===== config.mk =====
export PLATFORM = sky130hd
export DESIGN_NAME = axi_lite_periph_splitter_flat
export DESIGN_NICKNAME = d
export VERILOG_FILES = /design/src/rtl/axi_lite_periph_splitter_if.sv /design/src/rtl/axi_lite_periph_splitter.sv /design/src/flat_wrapper.sv
export SDC_FILE = /design/constraint.sdc
export NUM_CORES = 1
export LEC_CHECK = 0
export CORE_AREA = 5 5 150 152
export CTS_CLUSTER_SIZE = 30
export DETAILED_ROUTE_END_ITERATION = 7
export DIE_AREA = 0 0 155 157
export PLACE_DENSITY = 0.77
export SYNTH_ARGS = -nofsm -noshare
export SYNTH_HDL_FRONTEND = slang
export SYNTH_SLANG_ARGS = --single-unit

===== constraint.sdc =====
create_clock -name clk -period 4 [get_ports clk]
set_input_delay 0.6 -clock clk [delete_from_list [all_inputs] [get_ports clk]]
set_output_delay 0.6 -clock clk [all_outputs]
set_load 0.03 [all_outputs]

===== src/rtl/axi_lite_periph_splitter_if.sv =====
// Bus bundle for the AXI4-Lite peripheral splitter: one upstream master port (s_*)
// and NUM_SLAVES downstream channels (m_*) sharing address/data lines.
interface axi_lite_periph_splitter_if #(
    parameter int NUM_SLAVES   = 4,
    parameter int SLAVE_ADDR_W = 13
);
    logic                         s_awvalid, s_awready;
    logic [31:0]                  s_awaddr;
    logic                         s_wvalid, s_wready;
    logic [31:0]                  s_wdata;
    logic [3:0]                   s_wstrb;
    logic                         s_bvalid, s_bready;
    logic [1:0]                   s_bresp;
    logic                         s_arvalid, s_arready;
    logic [31:0]                  s_araddr;
    logic                         s_rvalid, s_rready;
    logic [31:0]                  s_rdata;
    logic [1:0]                   s_rresp;

    logic [NUM_SLAVES-1:0]        m_awvalid, m_awready;
    logic [NUM_SLAVES-1:0]        m_wvalid, m_wready;
    logic [NUM_SLAVES-1:0]        m_bvalid, m_bready;
    logic [NUM_SLAVES-1:0]        m_arvalid, m_arready;
    logic [NUM_SLAVES-1:0]        m_rvalid, m_rready;
    logic [SLAVE_ADDR_W-1:0]      m_awaddr, m_araddr;
    logic [31:0]                  m_wdata;
    logic [3:0]                   m_wstrb;
    logic [NUM_SLAVES-1:0][1:0]   m_bresp;
    logic [NUM_SLAVES-1:0][31:0]  m_rdata;
    logic [NUM_SLAVES-1:0][1:0]   m_rresp;

    // Splitter view: accepts s_* requests, issues m_* requests.
    modport slave (
        input  s_awvalid, s_awaddr, s_wvalid, s_wdata, s_wstrb, s_bready,
               s_arvalid, s_araddr, s_rready,
        output s_awready, s_wready, s_bvalid, s_bresp, s_arready, s_rvalid, s_rdata, s_rresp,
        output m_awvalid, m_awaddr, m_wvalid, m_wdata, m_wstrb, m_bready,
               m_arvalid, m_araddr, m_rready,
        input  m_awready, m_wready, m_bvalid, m_bresp, m_arready, m_rvalid, m_rdata, m_rresp
    );

    // Environment view: processor on s_*, peripherals on m_*.
    modport master (
        output s_awvalid, s_awaddr, s_wvalid, s_wdata, s_wstrb, s_bready,
               s_arvalid, s_araddr, s_rready,
        input  s_awready, s_wready, s_bvalid, s_bresp, s_arready, s_rvalid, s_rdata, s_rresp,
        input  m_awvalid, m_awaddr, m_wvalid, m_wdata, m_wstrb, m_bready,
               m_arvalid, m_araddr, m_rready,
        output m_awready, m_wready, m_bvalid, m_bresp, m_arready, m_rvalid, m_rdata, m_rresp
    );
endinterface


===== src/rtl/axi_lite_periph_splitter.sv =====
// AXI4-Lite 1:N peripheral splitter: address-sliced slave select, DECERR for unmapped
// indices, SLVERR on response timeout. One read and one write outstanding.
module axi_lite_periph_splitter #(
    parameter int NUM_SLAVES     = 4,
    parameter int SLAVE_ADDR_W   = 13,
    parameter int SEL_W          = 2,
    parameter int TIMEOUT_CYCLES = 1024
) (
    input  logic                      clk,
    input  logic                      resetn,
    axi_lite_periph_splitter_if.slave bus
);
    localparam int AW    = SLAVE_ADDR_W + SEL_W;
    localparam int CNT_W = (TIMEOUT_CYCLES > 1) ? $clog2(TIMEOUT_CYCLES) : 1;

    typedef enum logic [1:0] {W_IDLE, W_FWD, W_RESP, W_BRSP} w_state_e;
    typedef enum logic [1:0] {R_IDLE, R_ADDR, R_DATA, R_RRSP} r_state_e;

    // One-hot slave select; all-zero means the index is unmapped.
    function automatic logic [NUM_SLAVES-1:0] decode(input logic [AW-1:0] addr);
        decode = '0;
        for (int i = 0; i < NUM_SLAVES; i++)
            decode[i] = (addr[AW-1 -: SEL_W] == SEL_W'(i));
    endfunction

    w_state_e              w_state_q;
    logic                  aw_done_q, w_done_q, s_awready_q, s_wready_q, s_bvalid_q;
    logic [AW-1:0]         awaddr_q;
    logic [31:0]           wdata_q;
    logic [3:0]            wstrb_q;
    logic [1:0]            s_bresp_q, bresp_mux;
    logic [NUM_SLAVES-1:0] w_oh_q, m_awvalid_q, m_wvalid_q, m_bready_q, aw_oh, aw_left, w_left;
    logic [CNT_W-1:0]      w_cnt_q;
    logic                  w_to;

    r_state_e              r_state_q;
    logic                  ar_done_q, s_arready_q, s_rvalid_q;
    logic [AW-1:0]         araddr_q;
    logic [31:0]           s_rdata_q, rdata_mux;
    logic [1:0]            s_rresp_q, rresp_mux;
    logic [NUM_SLAVES-1:0] r_oh_q, m_arvalid_q, m_rready_q, ar_oh, ar_left;
    logic [CNT_W-1:0]      r_cnt_q;
    logic                  r_to;

    // Address bits above the selector are don't-care.
    logic unused_addr_bits;
    assign unused_addr_bits = ^{bus.s_awaddr[31:AW], bus.s_araddr[31:AW]};

    assign aw_oh   = decode(awaddr_q);
    assign ar_oh   = decode(araddr_q);
    assign aw_left = m_awvalid_q & ~bus.m_awready;
    assign w_left  = m_wvalid_q & ~bus.m_wready;
    assign ar_left = m_arvalid_q & ~bus.m_arready;
    assign w_to    = (TIMEOUT_CYCLES != 0) && (w_cnt_q == CNT_W'(TIMEOUT_CYCLES - 1));
    assign r_to    = (TIMEOUT_CYCLES != 0) && (r_cnt_q == CNT_W'(TIMEOUT_CYCLES - 1));

    always_comb begin
        bresp_mux = '0;
        rresp_mux = '0;
        rdata_mux = '0;
        for (int i = 0; i < NUM_SLAVES; i++) begin
            if (w_oh_q[i]) bresp_mux = bresp_mux | bus.m_bresp[i];
            if (r_oh_q[i]) begin
                rresp_mux = rresp_mux | bus.m_rresp[i];
                rdata_mux = rdata_mux | bus.m_rdata[i];
            end
        end
    end

    always_ff @(posedge clk or negedge resetn) begin
        if (!resetn) begin
            w_state_q   <= W_IDLE;
            aw_done_q   <= 1'b0;
            w_done_q    <= 1'b0;
            s_awready_q <= 1'b0;
            s_wready_q  <= 1'b0;
            s_bvalid_q  <= 1'b0;
            s_bresp_q   <= '0;
            awaddr_q    <= '0;
            wdata_q     <= '0;
            wstrb_q     <= '0;
            w_oh_q      <= '0;
            m_awvalid_q <= '0;
            m_wvalid_q  <= '0;
            m_bready_q  <= '0;
            w_cnt_q     <= '0;
        end else begin
            case (w_state_q)
                W_IDLE: begin
                    m_bready_q <= '1;
                    if (aw_done_q && w_done_q) begin
                        aw_done_q  <= 1'b0;
                        w_done_q   <= 1'b0;
                        w_cnt_q    <= '0;
                        m_bready_q <= '0;
                        if (|aw_oh) begin
                            w_oh_q      <= aw_oh;
                            m_awvalid_q <= aw_oh;
                            m_wvalid_q  <= aw_oh;
                            w_state_q   <= W_FWD;
                        end else begin
                            s_bvalid_q <= 1'b1;
                            s_bresp_q  <= 2'b11;
                            w_state_q  <= W_BRSP;
                        end
                    end else begin
                        if (bus.s_awvalid && s_awready_q) begin
                            awaddr_q    <= bus.s_awaddr[AW-1:0];
                            aw_done_q   <= 1'b1;
                            s_awready_q <= 1'b0;
                        end else if (!aw_done_q) begin
                            s_awready_q <= 1'b1;
                        end
                        if (bus.s_wvalid && s_wready_q) begin
                            wdata_q    <= bus.s_wdata;
                            wstrb_q    <= bus.s_wstrb;
                            w_done_q   <= 1'b1;
                            s_wready_q <= 1'b0;
                        end else if (!w_done_q) begin
                            s_wready_q <= 1'b1;
                        end
                    end
                end
                W_FWD: begin
                    if (w_to) begin
                        m_awvalid_q <= '0;
                        m_wvalid_q  <= '0;
                        s_bvalid_q  <= 1'b1;
                        s_bresp_q   <= 2'b10;
                        w_state_q   <= W_BRSP;
                    end else begin
                        w_cnt_q     <= w_cnt_q + 1'b1;
                        m_awvalid_q <= aw_left;
                        m_wvalid_q  <= w_left;
                        if (!(|aw_left) && !(|w_left)) begin
                            m_bready_q <= w_oh_q;
                            w_state_q  <= W_RESP;
                        end
                    end
                end
                W_RESP: begin
                    if (|(bus.m_bvalid & w_oh_q)) begin
                        s_bvalid_q <= 1'b1;
                        s_bresp_q  <= bresp_mux;
                        m_bready_q <= '0;
                        w_state_q  <= W_BRSP;
                    end else if (w_to) begin
                        s_bvalid_q <= 1'b1;
                        s_bresp_q  <= 2'b10;
                        m_bready_q <= '0;
                        w_state_q  <= W_BRSP;
                    end else begin
                        w_cnt_q <= w_cnt_q + 1'b1;
                    end
                end
                default: begin
                    if (bus.s_bready) begin
                        s_bvalid_q  <= 1'b0;
                        s_awready_q <= 1'b1;
                        s_wready_q  <= 1'b1;
                        m_bready_q  <= '1;
                        w_state_q   <= W_IDLE;
                    end
                end
            endcase
        end
    end

    always_ff @(posedge clk or negedge resetn) begin
        if (!resetn) begin
            r_state_q   <= R_IDLE;
            ar_done_q   <= 1'b0;
            s_arready_q <= 1'b0;
            s_rvalid_q  <= 1'b0;
            s_rresp_q   <= '0;
            s_rdata_q   <= '0;
            araddr_q    <= '0;
            r_oh_q      <= '0;
            m_arvalid_q <= '0;
            m_rready_q  <= '0;
            r_cnt_q     <= '0;
        end else begin
            case (r_state_q)
                R_IDLE: begin
                    m_rready_q <= '1;
                    if (ar_done_q) begin
                        ar_done_q  <= 1'b0;
                        r_cnt_q    <= '0;
                        m_rready_q <= '0;
                        if (|ar_oh) begin
                            r_oh_q      <= ar_oh;
                            m_arvalid_q <= ar_oh;
                            r_state_q   <= R_ADDR;
                        end else begin
                            s_rvalid_q <= 1'b1;
                            s_rresp_q  <= 2'b11;
                            s_rdata_q  <= '0;
                            r_state_q  <= R_RRSP;
                        end
                    end else if (bus.s_arvalid && s_arready_q) begin
                        araddr_q    <= bus.s_araddr[AW-1:0];
                        ar_done_q   <= 1'b1;
                        s_arready_q <= 1'b0;
                    end else begin
                        s_arready_q <= 1'b1;
                    end
                end
                R_ADDR: begin
                    if (r_to) begin
                        m_arvalid_q <= '0;
                        s_rvalid_q  <= 1'b1;
                        s_rresp_q   <= 2'b10;
                        s_rdata_q   <= '0;
                        r_state_q   <= R_RRSP;
                    end else begin
                        r_cnt_q     <= r_cnt_q + 1'b1;
                        m_arvalid_q <= ar_left;
                        if (!(|ar_left)) begin
                            m_rready_q <= r_oh_q;
                            r_state_q  <= R_DATA;
                        end
                    end
                end
                R_DATA: begin
                    if (|(bus.m_rvalid & r_oh_q)) begin
                        s_rvalid_q <= 1'b1;
                        s_rresp_q  <= rresp_mux;
                        s_rdata_q  <= rdata_mux;
                        m_rready_q <= '0;
                        r_state_q  <= R_RRSP;
                    end else if (r_to) begin
                        s_rvalid_q <= 1'b1;
                        s_rresp_q  <= 2'b10;
                        s_rdata_q  <= '0;
                        m_rready_q <= '0;
                        r_state_q  <= R_RRSP;
                    end else begin
                        r_cnt_q <= r_cnt_q + 1'b1;
                    end
                end
                default: begin
                    if (bus.s_rready) begin
                        s_rvalid_q  <= 1'b0;
                        s_arready_q <= 1'b1;
                        m_rready_q  <= '1;
                        r_state_q   <= R_IDLE;
                    end
                end
            endcase
        end
    end

    assign bus.s_awready = s_awready_q;
    assign bus.s_wready  = s_wready_q;
    assign bus.s_bvalid  = s_bvalid_q;
    assign bus.s_bresp   = s_bresp_q;
    assign bus.s_arready = s_arready_q;
    assign bus.s_rvalid  = s_rvalid_q;
    assign bus.s_rdata   = s_rdata_q;
    assign bus.s_rresp   = s_rresp_q;
    assign bus.m_awvalid = m_awvalid_q;
    assign bus.m_awaddr  = awaddr_q[SLAVE_ADDR_W-1:0];
    assign bus.m_wvalid  = m_wvalid_q;
    assign bus.m_wdata   = wdata_q;
    assign bus.m_wstrb   = wstrb_q;
    assign bus.m_bready  = m_bready_q;
    assign bus.m_arvalid = m_arvalid_q;
    assign bus.m_araddr  = araddr_q[SLAVE_ADDR_W-1:0];
    assign bus.m_rready  = m_rready_q;
endmodule

===== src/flat_wrapper.sv =====
// flat-port wrapper written by rule: the top's interface ports become plain ports
module axi_lite_periph_splitter_flat 
#(
    parameter int NUM_SLAVES     = 4,
    parameter int SLAVE_ADDR_W   = 13,
    parameter int SEL_W          = 2,
    parameter int TIMEOUT_CYCLES = 1024
)
  (clk, resetn, bus_s_awvalid, bus_s_awaddr, bus_s_wvalid, bus_s_wdata, bus_s_wstrb, bus_s_bready, bus_s_arvalid, bus_s_araddr, bus_s_rready, bus_s_awready, bus_s_wready, bus_s_bvalid, bus_s_bresp, bus_s_arready, bus_s_rvalid, bus_s_rdata, bus_s_rresp, bus_m_awvalid, bus_m_awaddr, bus_m_wvalid, bus_m_wdata, bus_m_wstrb, bus_m_bready, bus_m_arvalid, bus_m_araddr, bus_m_rready, bus_m_awready, bus_m_wready, bus_m_bvalid, bus_m_bresp, bus_m_arready, bus_m_rvalid, bus_m_rdata, bus_m_rresp);
  axi_lite_periph_splitter_if #(.NUM_SLAVES(NUM_SLAVES), .SLAVE_ADDR_W(SLAVE_ADDR_W)) bus_i ();
  input  logic clk;
  input  logic resetn;
  input wire logic [$bits(bus_i.s_awvalid)-1:0] bus_s_awvalid;
  input wire logic [$bits(bus_i.s_awaddr)-1:0] bus_s_awaddr;
  input wire logic [$bits(bus_i.s_wvalid)-1:0] bus_s_wvalid;
  input wire logic [$bits(bus_i.s_wdata)-1:0] bus_s_wdata;
  input wire logic [$bits(bus_i.s_wstrb)-1:0] bus_s_wstrb;
  input wire logic [$bits(bus_i.s_bready)-1:0] bus_s_bready;
  input wire logic [$bits(bus_i.s_arvalid)-1:0] bus_s_arvalid;
  input wire logic [$bits(bus_i.s_araddr)-1:0] bus_s_araddr;
  input wire logic [$bits(bus_i.s_rready)-1:0] bus_s_rready;
  output wire logic [$bits(bus_i.s_awready)-1:0] bus_s_awready;
  output wire logic [$bits(bus_i.s_wready)-1:0] bus_s_wready;
  output wire logic [$bits(bus_i.s_bvalid)-1:0] bus_s_bvalid;
  output wire logic [$bits(bus_i.s_bresp)-1:0] bus_s_bresp;
  output wire logic [$bits(bus_i.s_arready)-1:0] bus_s_arready;
  output wire logic [$bits(bus_i.s_rvalid)-1:0] bus_s_rvalid;
  output wire logic [$bits(bus_i.s_rdata)-1:0] bus_s_rdata;
  output wire logic [$bits(bus_i.s_rresp)-1:0] bus_s_rresp;
  output wire logic [$bits(bus_i.m_awvalid)-1:0] bus_m_awvalid;
  output wire logic [$bits(bus_i.m_awaddr)-1:0] bus_m_awaddr;
  output wire logic [$bits(bus_i.m_wvalid)-1:0] bus_m_wvalid;
  output wire logic [$bits(bus_i.m_wdata)-1:0] bus_m_wdata;
  output wire logic [$bits(bus_i.m_wstrb)-1:0] bus_m_wstrb;
  output wire logic [$bits(bus_i.m_bready)-1:0] bus_m_bready;
  output wire logic [$bits(bus_i.m_arvalid)-1:0] bus_m_arvalid;
  output wire logic [$bits(bus_i.m_araddr)-1:0] bus_m_araddr;
  output wire logic [$bits(bus_i.m_rready)-1:0] bus_m_rready;
  input wire logic [$bits(bus_i.m_awready)-1:0] bus_m_awready;
  input wire logic [$bits(bus_i.m_wready)-1:0] bus_m_wready;
  input wire logic [$bits(bus_i.m_bvalid)-1:0] bus_m_bvalid;
  input wire logic [$bits(bus_i.m_bresp)-1:0] bus_m_bresp;
  input wire logic [$bits(bus_i.m_arready)-1:0] bus_m_arready;
  input wire logic [$bits(bus_i.m_rvalid)-1:0] bus_m_rvalid;
  input wire logic [$bits(bus_i.m_rdata)-1:0] bus_m_rdata;
  input wire logic [$bits(bus_i.m_rresp)-1:0] bus_m_rresp;
  assign bus_i.s_awvalid = bus_s_awvalid;
  assign bus_i.s_awaddr = bus_s_awaddr;
  assign bus_i.s_wvalid = bus_s_wvalid;
  assign bus_i.s_wdata = bus_s_wdata;
  assign bus_i.s_wstrb = bus_s_wstrb;
  assign bus_i.s_bready = bus_s_bready;
  assign bus_i.s_arvalid = bus_s_arvalid;
  assign bus_i.s_araddr = bus_s_araddr;
  assign bus_i.s_rready = bus_s_rready;
  assign bus_s_awready = bus_i.s_awready;
  assign bus_s_wready = bus_i.s_wready;
  assign bus_s_bvalid = bus_i.s_bvalid;
  assign bus_s_bresp = bus_i.s_bresp;
  assign bus_s_arready = bus_i.s_arready;
  assign bus_s_rvalid = bus_i.s_rvalid;
  assign bus_s_rdata = bus_i.s_rdata;
  assign bus_s_rresp = bus_i.s_rresp;
  assign bus_m_awvalid = bus_i.m_awvalid;
  assign bus_m_awaddr = bus_i.m_awaddr;
  assign bus_m_wvalid = bus_i.m_wvalid;
  assign bus_m_wdata = bus_i.m_wdata;
  assign bus_m_wstrb = bus_i.m_wstrb;
  assign bus_m_bready = bus_i.m_bready;
  assign bus_m_arvalid = bus_i.m_arvalid;
  assign bus_m_araddr = bus_i.m_araddr;
  assign bus_m_rready = bus_i.m_rready;
  assign bus_i.m_awready = bus_m_awready;
  assign bus_i.m_wready = bus_m_wready;
  assign bus_i.m_bvalid = bus_m_bvalid;
  assign bus_i.m_bresp = bus_m_bresp;
  assign bus_i.m_arready = bus_m_arready;
  assign bus_i.m_rvalid = bus_m_rvalid;
  assign bus_i.m_rdata = bus_m_rdata;
  assign bus_i.m_rresp = bus_m_rresp;
  axi_lite_periph_splitter #(.NUM_SLAVES(NUM_SLAVES), .SLAVE_ADDR_W(SLAVE_ADDR_W), .SEL_W(SEL_W), .TIMEOUT_CYCLES(TIMEOUT_CYCLES)) u_core (.clk(clk), .resetn(resetn), .bus(bus_i));
endmodule

==> flow_metrics.py, run 1 <==
metrics = {
    "floorplan": {
        "row_count": 53,
        "coreArea_um2": 20900,
        "dieArea_um2": 24300,
        "die_h_um": 157,
        "die_x_um": 155,
        "io_pins": 394,
        "start_util_pct": 38.4,
    },
    "sta": {
        "hold_viol_final": 0,
        "period_needed_ps": 2660,
        "rsz0062_at_grt": "no",
        "worstMarginPinSlew_ps": 1030,
        "fmax_mhz": 376,
        "hold_ws_ps": 217,
        "setup_viol": 0,
        "slew_viol_final": 0,
        "fin_setup_tns_ps": 0,
        "skew_ps": 11.8,
        "slew_headroom_pct": 31.2,
        "fin_crit_sh_pct": 66.5,
    },
    "yosys": {
        "ys_top_cells_by_count": "dfrtp_1, mux2_2, nand2_1, a22o_1, o21ai_0",
        "synth_xor_area_share_pct": 0,
        "syn_inst": 719,
        "synthAdderAreaFrac_pct": 1.56,
        "syn_area_um2": 8020,
        "synth_top_family_by_area": "compound AO/OA/AOI/OAI gates",
        "synth_edf_count": 0,
        "yosysTopAreaCell": "dfrtp_1",
        "synth_seq_area_share_pct": 50.5,
        "synthDistinctLibCells": 51,
        "yosysWarnings": 0,
        "synth.most_common_cell": "dfrtp_1",
        "synth_compound_area_share_pct": 21.8,
        "synth_top_area_share_pct": 50.5,
        "yosys.area_share.simple_pct": 9.54,
        "avgSynthCellArea_um2": 11.2,
        "synth_nets": 1000,
        "postSynthRegisterBits": 162,
        "ys.flop_type": "dfrtp_1",
        "ys_async_sr_fraction_pct": 100,
        "synth.area.top_cells": "dfrtp_1, mux2_2, a22o_1",
        "synth_mux_area_share_pct": 11.2,
    },
    "clock_network": {
        "postCtsHoldBufs": 0,
        "cts_buffers": 17,
        "cts-root-buf": "clkbuf_16",
        "clockBufferDepth": 2,
        "cts_setup_buffers": 0,
        "cts_tree": "yes",
        "clk_latency_ps": 420,
        "cts_sinks": 162,
        "clkTransAtPathRegs_ps": 70,
        "cts_resized": 0,
        "cts.htree.levels": 4,
    },
    "placement": {
        "dp_hpwl_um": 21300,
        "io_buffers": 359,
        "globalplace.congestion": 0.871,
    },
    "final_layout": {
        "fillers": 1776,
        "layout.nets": 1325,
        "drive_gt1_share_pct": 12.3,
        "area_delta_synth_final_pct": 53.4,
    },
    "worst_setup_path": {
        "cp_cell_sequence": "inv_1, ha_1, a21bo_2, nor2_4, mux2_2",
        "critPathSlowestCell": "nor2_4",
        "path_buf_inv": 1,
        "end_kind": "register",
        "crit_path_start_kind": "register",
        "crit_family": "simple AND/OR/NAND/NOR gates",
        "cp.arrival_ps": 2960,
        "max_stage_delay_ps": 780,
        "required_ps": 4300,
        "cp_max_fo": 36,
        "path_class": "reg -> reg",
    },
    "detailed_routing": {
        "firstDrtPassIters": 4,
        "vias_per_cell": 5.38,
        "drtIter0Drc": 470,
        "wirelength_um": 27700,
        "vias": 7203,
        "drc": 0,
        "wire_per_inst_um": 20.7,
        "antenna_left": 0,
    },
    "global_routing": {
        "grt_pass1_vias": 7461,
        "grt.total_usage_pct": 22.0,
        "grt_pass1_wl_um": 42100,
        "grt_overflow_total": 0,
        "grt_max_degree": 77,
        "grt_antenna_before_repair": 6,
    },
    "power": {
        "p_leak_uw": 0.00527,
        "vdd_ir_drop_max_mv": 0.273,
        "powerDensity_nw_per_um2": 290,
    },
    "status": {
        "outcome": "finished, final reports clean",
    },
    "min_path": {
        "min-delay-path-class": "in -> async",
    },
    "run": {
        "max_cap_violations": 0,
    },
}
## per-layer routing
layer | vias to the layer above | share of wire [%] | routed length [µm] | GRT usage (%)
li1 | 3363 | - | - | -
met1 | 3530 | 39 | 10800 | 26.0
met2 | 263 | 50 | 13800 | 37.4
met3 | 47 | 6.9 | 1910 | 5.69
met4 | 0 | 4.1 | 1140 | 10.8
met5 | - | 0 | 0 | 0
## area by class of cell
| cell class | count | area, µm² | share of cell area [%] |
|---|---|---|---|
| inverters | 21 | 78.8 | 0.641 |
| clock buffers | 21 | 460 | 3.74 |
| well taps | 275 | 344 | 2.80 |
| flip-flops and latches | 162 | 4050 | 32.9 |
| clock inverters | 11 | 128 | 1.04 |
| repair buffers | 369 | 3680 | 29.9 |
| multi-input cells | 473 | 3540 | 28.8 |
| diodes | 6 | 15.0 | 0.122 |
## kinds of logic (layout without fill, tap and decap cells)
group / after synthesis / after routing
AOI/OAI and AO/OA: 230 / 230
DFF: 162 / 162
and+or+nand+nor: 154 / 154
buffers and inverters: 84 / 422
muxes: 79 / 79
adders and majority gates: 10 / 10
other: 0 / 6
## stage by stage
stage                     cell area [µm²]  std cells  util, %  total power, µW  setup WS, ps
final                               12300       1338     58.9             3570          1340
after global routing                12300       1338     58.9             3710          1170
after CTS                           12300       1332     58.8             3620          1320
after detailed placement            11700       1300     56.0             1960          1200
after global placement              11700       1300     56.0             1960          1240
after floorplan                      8020        719        -             1680          1990
## report_power, final
group          total (µW)  internal, µW  switching [µW]
clock                1640           957             679
combinational         288           209            78.9
sequential           1640          1640            2.02
## flip-flops by register name, summed over array words and instances (netlist names), 4 cells and up
name	cells
u_core.w_cnt_q	10
u_core.araddr_q	15
u_core.bus.m_arvalid	4
u_core.bus.s_rdata	32
u_core.awaddr_q	15
u_core.bus.m_wdata	32
u_core.bus.m_rready	4
u_core.w_oh_q	4
u_core.bus.m_wstrb	4
u_core.r_cnt_q	10
u_core.r_oh_q	4
u_core.bus.m_wvalid	4
u_core.bus.m_awvalid	4
u_core.bus.m_bready	4
## cells in the final DEF, fill, tap and decap left out, drive strengths merged, types with 6 or more instances in the layout
master / Yosys / routed
nor2b: 6 / 6
o22ai: 6 / 6
inv: 21 / 23
nand2b: 7 / 7
a22o: 43 / 43
clkdlybuf4s50: 0 / 358
clkbuf: 14 / 21
nand2: 61 / 61
o41ai: 9 / 9
nand3: 13 / 13
mux2: 77 / 77
o21a: 6 / 6
o31ai: 13 / 13
o21ai: 39 / 39
a221oi: 36 / 36
nor2: 33 / 33
nand4: 7 / 7
ha: 10 / 10
dfrtp: 162 / 162
buf: 49 / 11
nor3: 6 / 6
a21oi: 21 / 21
and2: 6 / 6
o2bb2ai: 32 / 32
diode: 0 / 6
## final timing paths
path / from / endpoint / slack, ps / cells past startpoint
max: u_core.w_state_q[0] / u_core.bus.m_wdata[23] / 1340 / 5
min: resetn / u_core.bus.m_wdata[3] / 220 / 1
max reg2reg: u_core.w_state_q[0] / u_core.bus.m_wdata[23] / 1340 / 5
min reg2reg: u_core.bus.s_rdata[1] / u_core.bus.s_rdata[1] / 490 / 1
max in group asynchronous: resetn / u_core.bus.m_awvalid[0] / 2880 / 2
min in group clk: u_core.bus.s_rdata[1] / u_core.bus.s_rdata[1] / 490 / 1
(Power assumes the default switching activity.)
==> inputs of run 2 (changes only) <==
- CORE_AREA: 5 5 150 152 -> default
- CORE_MARGIN: default -> 5
- CORE_UTILIZATION: default -> 37
- DIE_AREA: 0 0 155 157 -> default
- clock period: 4 -> 2.4 ns (I/O delays scaled with it)
==> run 2 against run 1 <==
The flow now finishes with violations (design-rule violations); die area is 1.6% higher; setup slack worse by 1100 ps; final area is 1.7% higher; non-clock buffer count is 24 higher; fmax is 26% higher; global-route usage is 0.87 points lower; wire length is 1.9% lower; count of clock-buffer cells in the layout is 1 lower; critical path depth is 2 higher; via count is 0.67% lower; clock skew is 0.70 ps higher; highest routed layer is now met5.
==> flow_metrics.py, run 2 (synthesis results as in run 1) <==
metrics = {
    "status": {
        "outcome": "complete, but fails checks",
        "violations": "design-rule violations",
    },
    "final_layout": {
        "utilization_pct": 59.0,
        "area_delta_synth_final_pct": 55.9,
        "fillers": 1789,
        "mostFrequentLayoutCell": "clkdlybuf4s50_1",
        "multi_input_area_um2": 3540,
        "layout_common_cells": "clkdlybuf4s50_1, dfrtp_1, mux2_2",
        "drive_gt1_share_pct": 14.0,
        "layout.nets": 1349,
        "seq_area_um2": 4050,
    },
    "detailed_routing": {
        "antenna_left": 0,
        "firstDrtPassIters": 7,
        "drc": 2,
        "vias": 7155,
        "drtIter0Drc": 470,
        "wire_per_inst_um": 20.0,
        "vias_per_cell": 5.27,
        "wirelength_um": 27100,
    },
    "worst_setup_path": {
        "cp.arrival_ps": 2400,
        "max_stage_delay_ps": 460,
        "timing.rr.start": "u_core.w_state_q[0]",
        "required_ps": 2690,
        "rr_worst_depth": 7,
        "cp_max_fo": 9,
        "path_buf_inv": 1,
        "path_class": "reg -> reg",
        "r2r_end": "u_core.w_state_q[0]",
        "end_kind": "register",
        "crit_cells": 7,
        "crit_path_start_kind": "register",
        "cp_cell_sequence": "inv_1, ha_1, or3_1, nand2_1, nor2_1, a21oi_1, mux2_2",
        "critPathSlowestCell": "or3_1",
        "r2r_slack_ps": 290,
        "crit_family": "simple AND/OR/NAND/NOR gates",
    },
    "floorplan": {
        "die_h_um": 157,
        "row_count": 53,
        "die_x_um": 157,
        "coreArea_um2": 21200,
        "dieArea_um2": 24700,
        "start_util_pct": 37.8,
        "io_pins": 394,
    },
    "sta": {
        "slew_headroom_pct": 65.3,
        "slew_viol_final": 0,
        "skew_ps": 12.5,
        "setup_viol": 0,
        "hold_viol_final": 0,
        "fmax_mhz": 474,
        "rsz0062_at_grt": "no",
        "fin_crit_sh_pct": 87.9,
        "worstMarginPinSlew_ps": 516,
        "period_needed_ps": 2110,
        "fin_setup_tns_ps": 0,
    },
    "global_routing": {
        "grt.total_usage_pct": 21.2,
        "grt_pass1_vias": 7491,
        "grt_antenna_before_repair": 4,
        "grt_pass1_wl_um": 41200,
        "grt_max_degree": 57,
        "grt_overflow_total": 0,
    },
    "power": {
        "vdd_ir_drop_max_mv": 0.437,
        "clkPwrFrac_pct": 45.3,
        "powerDensity_nw_per_um2": 471,
        "share_seq_of_total_power_pct": 46.5,
        "p_int_uw": 4630,
        "combPwrFrac_pct": 8.2,
        "p_sw_share_pct": 21.5,
        "p_total_uw": 5890,
        "power_switching_uw": 1260,
        "p_leak_uw": 0.00538,
    },
    "clock_network": {
        "cts_sinks": 162,
        "clk_latency_ps": 420,
        "cts_tree": "yes",
        "cts.htree.levels": 4,
        "cts_setup_buffers": 0,
        "cts_resized": 0,
        "cts-root-buf": "clkbuf_16",
        "cts_buffers": 17,
        "clkTransAtPathRegs_ps": 70,
        "clockBufferDepth": 2,
    },
    "placement": {
        "dp_hpwl_um": 21000,
        "io_buffers": 359,
        "globalplace.congestion": 0.885,
    },
    "run": {
        "max_cap_violations": 0,
    },
    "min_path": {
        "min-delay-path-class": "in -> async",
    },
}
## run 2: worst max-delay path by stage
stage,start,endpoint,slack (ps)
after floorplan,u_core.w_state_q[0],u_core.w_state_q[0],390
after global placement,bus_m_arready[0],u_core.r_state_q[0],100
after detailed placement,bus_m_arready[0],u_core.r_state_q[0],80
after CTS,u_core.w_state_q[0],u_core.w_state_q[0],280
after global routing,u_core.r_cnt_q[0],u_core.r_state_q[0],140
final,u_core.w_state_q[0],u_core.w_state_q[0],290
## run 2: what timing repair did
item | in CTS | in global routing
hold buffers | 1 | 0
hold endpoints to repair | 39 | 0
setup endpoints to repair | 0 | 0
## run 2: per-stage QoR
stage / cells / instance area, µm² / setup slack (ps) / hold slack, ps
floorplan: 719 / 8020 / 387 / 64.4
global placement: 1323 / 11900 / 96.1 / 307
detailed placement: 1323 / 11900 / 76.5 / 311
CTS: 1355 / 12500 / 278 / 433
global route: 1358 / 12500 / 135 / 438
finish: 1358 / 12500 / 290 / 425
## run 2: cell type report
class                      instances  area share [%]
sequential                       162            32.4
timing repair buffer             393            31.3
multi-input combinational        473            28.3
clock buffer                      20            3.49
tap                              275            2.75
clock inverter                    11            1.05
inverter                          21           0.630
antenna                            3          0.0600
## run 2: power by group through the flow
| stage | Sequential, µW | Clock (µW) | Combinational, µW |
|---|---|---|---|
| finish | 2740 | 2670 | 485 |
| global route | 2730 | 2850 | 518 |
| CTS | 2740 | 2740 | 492 |
| detailed placement | 2790 | 0 | 489 |
| global placement | 2790 | 0 | 482 |
| floorplan | 2790 | 0 | 11.8 |
## run 2: layer usage
layer	global-route usage, %	vias to the layer above	part of all wire, %
li1	-	3406	-
met1	23.9	3434	37
met2	37.5	270	51
met3	7.18	43	8.8
met4	7.09	2	2.8
met5	0	-	0.048
